### src/rtl/stopwatch_pkg.sv
// Shared mode encodings, field indices and elaboration helpers for the
// stopwatch control slice.
package stopwatch_pkg;

    typedef enum logic [1:0] {
        MODE_RUN   = 2'd0,
        MODE_PAUSE = 2'd1,
        MODE_ADJ   = 2'd2
    } mode_e;

    localparam int unsigned FIELD_SEC = 0;
    localparam int unsigned FIELD_MIN = 1;

    function automatic int unsigned clog2(input int unsigned n);
        int unsigned r;
        r = 0;
        for (int unsigned i = 0; i < 32; i++) begin
            if ((64'd1 << i) < 64'(n)) r = i + 1;
        end
        return r;
    endfunction

endpackage

### src/rtl/stopwatch_repeat_cnt.sv
// Modulo-REPEAT enable counter with synchronous clear; tc marks the enable
// that wraps the count back to zero.
import stopwatch_pkg::*;

module stopwatch_repeat_cnt #(
    parameter int unsigned REPEAT = 1
) (
    input  logic clk,
    input  logic reset,
    input  logic clr,
    input  logic en,
    output logic tc
);

    localparam int unsigned CNT_W = (REPEAT > 1) ? clog2(REPEAT) : 1;
    localparam logic [CNT_W-1:0] LAST = CNT_W'(REPEAT - 1);

    logic [CNT_W-1:0] cnt;

    assign tc = en & ~clr & (cnt == LAST);

    always_ff @(posedge clk) begin
        if (reset || clr) begin
            cnt <= '0;
        end else if (en) begin
            cnt <= (cnt == LAST) ? '0 : cnt + 1'b1;
        end
    end

endmodule

### src/rtl/stopwatch_mode_ctrl.sv
// Registered RUN/PAUSE/ADJ mode selector with pause-edge toggle, field
// select, blink masking and auto-repeat increment pulses.
import stopwatch_pkg::*;

module stopwatch_mode_ctrl #(
    parameter int unsigned NUM_FIELDS = 2,
    parameter int unsigned SEL_W      = 2,
    parameter int unsigned REPEAT     = 1
) (
    input  logic                  clk,
    input  logic                  reset,
    input  logic                  pause,
    input  logic                  adj,
    input  logic [SEL_W-1:0]      sel,
    input  logic                  adj_tick,
    input  logic                  blink_tick,
    output logic [1:0]            mode,
    output logic                  run_en,
    output logic [NUM_FIELDS-1:0] adj_field,
    output logic [NUM_FIELDS-1:0] adj_inc,
    output logic [NUM_FIELDS-1:0] blink_mask
);

    mode_e                 state_q, state_d;
    logic                  pause_q, paused_q, paused_d;
    logic [NUM_FIELDS-1:0] field_q, field_d, field_oh;
    logic [NUM_FIELDS-1:0] inc_q, inc_d;
    logic                  blink_q, blink_d;
    logic                  stay_adj, rpt_clr, rpt_tc;

    always_comb begin
        int unsigned idx;
        idx = FIELD_SEC;
        if (32'(sel) > NUM_FIELDS - 1) idx = NUM_FIELDS - 1;
        else                           idx = 32'(sel);
        field_oh = '0;
        for (int unsigned i = 0; i < NUM_FIELDS; i++) begin
            field_oh[i] = (i == idx);
        end
    end

    always_comb begin
        paused_d = paused_q ^ (pause & ~pause_q);
        state_d  = MODE_RUN;
        if (adj)           state_d = MODE_ADJ;
        else if (paused_d) state_d = MODE_PAUSE;
        field_d  = adj ? field_oh : '0;
        stay_adj = (state_q == MODE_ADJ) && adj;
        blink_d  = stay_adj ? (blink_q ^ blink_tick) : 1'b0;
    end

    // Counting only while ADJ persists on an unchanged field guarantees the
    // pulse never lands on an exit cycle or on a freshly selected field.
    assign rpt_clr = ~stay_adj | (field_oh != field_q);
    assign inc_d   = rpt_tc ? field_q : '0;

    stopwatch_repeat_cnt #(.REPEAT(REPEAT)) u_rpt (
        .clk   (clk),
        .reset (reset),
        .clr   (rpt_clr),
        .en    (adj_tick),
        .tc    (rpt_tc)
    );

    always_ff @(posedge clk) begin
        pause_q <= pause;
        if (reset) begin
            state_q  <= MODE_RUN;
            paused_q <= 1'b0;
            field_q  <= '0;
            inc_q    <= '0;
            blink_q  <= 1'b0;
        end else begin
            state_q  <= state_d;
            paused_q <= paused_d;
            field_q  <= field_d;
            inc_q    <= inc_d;
            blink_q  <= blink_d;
        end
    end

    assign mode       = state_q;
    assign run_en     = (state_q == MODE_RUN);
    assign adj_field  = field_q;
    assign adj_inc    = inc_q;
    assign blink_mask = blink_q ? field_q : '0;

endmodule

### config.mk
export PLATFORM = sky130hd
export DESIGN_NAME = stopwatch_mode_ctrl
export DESIGN_NICKNAME = d
export VERILOG_FILES = /design/src/rtl/stopwatch_pkg.sv /design/src/rtl/stopwatch_repeat_cnt.sv /design/src/rtl/stopwatch_mode_ctrl.sv
export SDC_FILE = /design/constraint.sdc
export NUM_CORES = 1
export LEC_CHECK = 0
export ABC_AREA = 1
export CAP_MARGIN = 30
export CORE_AREA = 2 2 39 41
export CTS_BUF_LIST = sky130_fd_sc_hd__clkbuf_2
export CTS_CLUSTER_DIAMETER = 50
export DETAILED_ROUTE_END_ITERATION = 7
export DIE_AREA = 0 0 41 43
export DONT_BUFFER_PORTS = 1
export MAX_ROUTING_LAYER = met4
export PLACE_DENSITY_LB_ADDON = 0.05
export SYNTH_ARGS = -nofsm -noshare
export SYNTH_HDL_FRONTEND = slang
export SYNTH_SLANG_ARGS = --single-unit
### constraint.sdc
create_clock -name clk -period 0.87 [get_ports clk]
set_input_delay 0.0435 -clock clk [delete_from_list [all_inputs] [get_ports clk]]
set_output_delay 0.0435 -clock clk [all_outputs]
set_load 0.05 [all_outputs]
== Word-level counts from Yosys, hierarchy flattened ==
Index checks and enable logic that the tools add are counted.
Storage, ports and cells
  flip-flop bits (word level): 10
  bits of input ports: 8
  output and inout bits: 9
  logic and storage cells: 38
Operators by class
  add/sub/neg operators: 1
  magnitude comparators: 1
  eq/ne operators: 3
  muxes and demuxes: 5
  bitwise logic cells: 12
  reduce and logical (&&, ||, !) cells: 8
Operators with widths (number)
  $eq 1x32->1 const A: 1
  $logic_not 32->1: 1
  $reduce_or 2->1: 4
  $mux 2: 3
  $not 1->1: 6
  $and 1x1->1: 3
  $eq 2x2->1 const B: 1
  $gt 2x1->1 const B: 1
  $logic_not 2->1: 1
  $mux 1: 2
  $ne 2x2->1: 1
  $xor 1x1->1: 2
  $add 1x1->1 const B: 1
  $logic_and 1x1->1: 1
  $logic_or 1x1->1: 1
  $or 1x1->1: 1

== Logic depth before layout (Yosys ltp) ==
  depth after elaboration: 10
  mapped depth: 5
  depth with buffers taken out: 5

== Cells and area by module ==
Synthesis repeated with hierarchy kept, for this count alone.
Second synthesis, totals
  cells, all modules: 47
  area, all modules: 340.3 µm²
By module, submodules not included
  stopwatch_mode_ctrl: instances 1, cells an instance 45, area an instance 330.3 µm², seq. area each 180.2 µm²
  stopwatch_repeat_cnt: instances 1, cells an instance 2, area an instance 10.0 µm², seq. area each 0.0 µm²

== Worst setup path before layout ==
No wires, ideal clock.
  path kind: reg-to-output
  start point: register state_q[0] (netlist: mode[0])
  end point: output port run_en
  data arrival time: 1223 ps
  data required time: 826 ps
  setup slack: -397 ps
  cell stages (with the launch flop): 2
  buffers on the path: 0
  path through: dfxtp_1 > nor2_1
On the way
  longest elaborated chain between the ends: 1
Ends and longest elaborated chain
  from (decl): RTL line stopwatch_mode_ctrl.sv:24  | mode_e state_q, state_d;
  from (signal assigned): RTL line stopwatch_mode_ctrl.sv:74  | state_q <= state_d;
  $logic_not 2->1: RTL line stopwatch_mode_ctrl.sv:83  | assign run_en = (state_q == MODE_RUN);
  to (decl): RTL line stopwatch_mode_ctrl.sv:18  | output logic run_en,
No other way between the ends.

== Worst setup path in the final report ==
  start point: register field_q[1] (netlist: adj_field[1])
  end point: output port blink_mask[1]
On the way
  longest elaborated chain between the ends: 1
Ends and longest elaborated chain
  from (decl): RTL line stopwatch_mode_ctrl.sv:26  | logic [NUM_FIELDS-1:0] field_q, field_d, field_oh;
  from (signal assigned): RTL line stopwatch_mode_ctrl.sv:76  | field_q <= field_d;
  $mux 2: RTL line stopwatch_mode_ctrl.sv:86  | assign blink_mask = blink_q ? field_q : '0;
  to (decl): RTL line stopwatch_mode_ctrl.sv:21  | output logic [NUM_FIELDS-1:0] blink_mask
No other way between the ends.

==> impl_results.md <==
- Max cap viols: 0
- Via count: about 320
- Lkg Pwr: about 0.25 nW
- DIE WIDTH: 41 µm
- Seq pwr share: 52.6%
- Grt peak-use layer: met2
- Max-slew violation count: 0
- Drt drc: 0
- Starting Density: 24.77%
- Synth Register Bits: 9
- Fin. Hold Viols: 0
- Clk slew on worst S/H paths: 0.08 ns
- Period utilization: 108.7%
- Area grow syn2layout: 61.68%
- Largest cells by area after synthesis: dfxtp_1, inv_1, nor2_1
- Power, Total: about 0.83 mW
- Layout filler cell count: 158
- Crit path time final: 0.9456 ns
- Number of global-route vias before repair: 278
- Vias/cell: 4.000
- Total global routing overflow: 0
- Worst EP arrival: 0.90 ns
- Fmax: approximately 1100 MHz
- GR Util met3: 4.712%
- Critical R2R Capture: adj_inc[0]$_SDFF_PP0_
- Setup_tns: -0.1849 ns
- R2R setup slack: ~0.070 ns
- VDD IR max: around 630 µV
- Worst-path fanout max: 4
- Min-delay worst type: in2reg
- Routing usage on met2: ~14%
- Nets: 72
- Clock power share: 30.4%
- Min-delay src: pause
- Clock latency on the worst-skew pair: 0.23 ns
- Avg WL per Cell: 7.570 µm
- Post-synthesis sequential area ratio: 52.55%
- IO buf count: 0
- Io pins: 17
- Core area: 1384 µm²
- Die Span Y: 43 µm
- Synthesized area per cell: just under 8 µm²
- Post-Route WL: 598 µm
- Worst slew margin: between 70 and 80%
- Initial antenna violation count: 0
- Gpl congestion: 0.5317
- Cells after Synth: 44
- RSZ-0062 raised after global routing: yes
- Gr usage total: 9.938%
- Largest net degree at the start of global routing: 6
- Hold path endpoint: mode[0]$_SDFF_PP0_
- Met1 GRT Util: 8.852%
- H-tree depth: 1
- CTS Sinks: 9
- Status: complete, but fails checks
- N_diodes: 0
- Total CTS buffers: 3
- Cell area after layout: ~550 µm²
- Setup Crit Path Kind: reg2out
- Crit Reg-Reg Startpoint: mode[0]$_SDFF_PP0_
- Int Pwr: 0.6032 mW
- Failing checks: negative setup slack
- Hold Path Depth: 3
- Row cnt: 14
- Root buffer cell: clkbuf_2
- Synthesis warning total: 0
- Sw Pwr: 0.2253 mW
- Final setup vio count: 3
- Worst Setup End Kind: output port
- Clock Skew: 0.001096 ns
- Synth area leader: dfxtp_1
- Placement Cell Area: 432.9 µm²
- Combinational power share: 17.0%
- R2R cell count: 4
- Synth top area share: between 50% and 60%
- Final setup margin: -0.07564 ns
- Layout cells sized above 1: between 30% and 40%
- Area of the die: around 1800 µm²
- First-pass DRT Iterations: 2
- CTS tree: built
- Worst EP required: 0.83 ns
- Mapped cell area: 342.8 µm²
- Library cells used by synthesis: 9
- PD cells: about 1500 nW/µm²
- Final Util: about two fifths
- First-pass GRT wire length: 1041 µm
- Startpoint class of the critical path: register
- Beginning of the critical path: adj_field[1]$_SDFF_PP0_
- Worst slew pin tran: 0.3236 ns
- Hpwl dp: roughly 450 µm
- Sw frac: 27.19%
- ANT nets after route: 0
- DRT iter0 DRCs: 2
- Clock Path Buffers: 2
- Mapped Nets: 52
state kept, by name, summed over array words and instances (netlist names):
signal,count
pause_q,1
adj_field,2
adj_inc,2
blink_q,1
mode,2
paused_q,1
per-layer routing:
metal  up-vias  wire [µm]
met2        10        328
met4         0         12
met5         -          0
met1       140        199
met3         2         57
li1        164          -
layout make-up:
cell class / count / area (µm²) / area share [%]
Multi-Input combinational cell: 24 / 133.9 / 24.15
Tap cell: 16 / 20.02 / 3.612
Timing Repair Buffer: 15 / 137.6 / 24.83
Sequential cell: 9 / 193.9 / 34.99
Inverter: 11 / 48.80 / 8.804
Clock buffer: 4 / 20.02 / 3.612
Yosys cell counts:
cell type / number
nand3_1: 2
nor2_4: 2
nand2_1: 8
dfxtp_1: 9
xnor2_1: 1
nor2_1: 9
inv_1: 11
or2_1: 1
nand3_2: 1
worst max-delay path by stage:
stage                          endpoint  slack (ns)  cells after the start
after global placement    blink_mask[1]        0.15                      2
final                     blink_mask[1]       -0.08                      2
after CTS                 blink_mask[1]       -0.09                      2
after detailed placement  blink_mask[1]        0.15                      2
after floorplan           blink_mask[0]       0.009                      2
after global routing      blink_mask[1]       -0.14                      2
placed cells by master (no fill, tap or decap), types with 2 or more instances in the layout:
| master | n |
|---|---|
| nand3_1 | 2 |
| nor2_4 | 3 |
| dfxtp_1 | 4 |
| nand2_1 | 6 |
| buf_6 | 2 |
| clkbuf_2 | 4 |
| dfxtp_4 | 3 |
| dfxtp_2 | 2 |
| dlygate4sd3_1 | 7 |
| clkinvlp_4 | 2 |
| inv_1 | 9 |
| nand2_2 | 2 |
| buf_4 | 6 |
| nor2_1 | 8 |
cell families after synthesis:
| logic type | Yosys count | share of synthesized area, % |
|---|---|---|
| and+or+nand+nor | 23 | 32.85 |
| buffers and inverters | 11 | 12.04 |
| DFF | 9 | 52.55 |
| xor gates and xnor gates | 1 | 2.555 |
critical path, cell delays in order (launching register included):
cell,delay (ns)
dfxtp_4,0.36
nand2_2,0.08
clkinvlp_4,0.23
per-stage QoR:
step / hold slack, ns / worst slack (ns) / std cells
2_1_floorplan: 0.07122 / 0.009016 / 44
3_3_place_gp: 0.07135 / 0.1523 / 66
3_5_place_dp: 0.07131 / 0.1516 / 66
4_1_cts: 0.009426 / -0.08635 / 79
5_1_grt: 0.007799 / -0.1379 / 79
6_report: 0.02199 / -0.07564 / 79
repair_timing:
action                                  CTS  global route
endpoints found under the setup margin    4             7
hold buffers                              7             0
hold endpoints to repair                  9             0
gates resized for setup                   4             2
pin swaps                                 2             3
setup buffers                             2             0
power by group through the flow:
stage / clock, mW / sequential (mW) / combinational (mW)
finish: 0.252 / 0.436 / 0.141
global route: 0.308 / 0.439 / 0.154
global placement: 0 / 0.447 / 0.105
detailed placement: 0 / 0.447 / 0.106
CTS: 0.273 / 0.436 / 0.139
floorplan: 0 / 0.477 / 0.0560
Note: power is estimated with default switching activity, not from simulation.
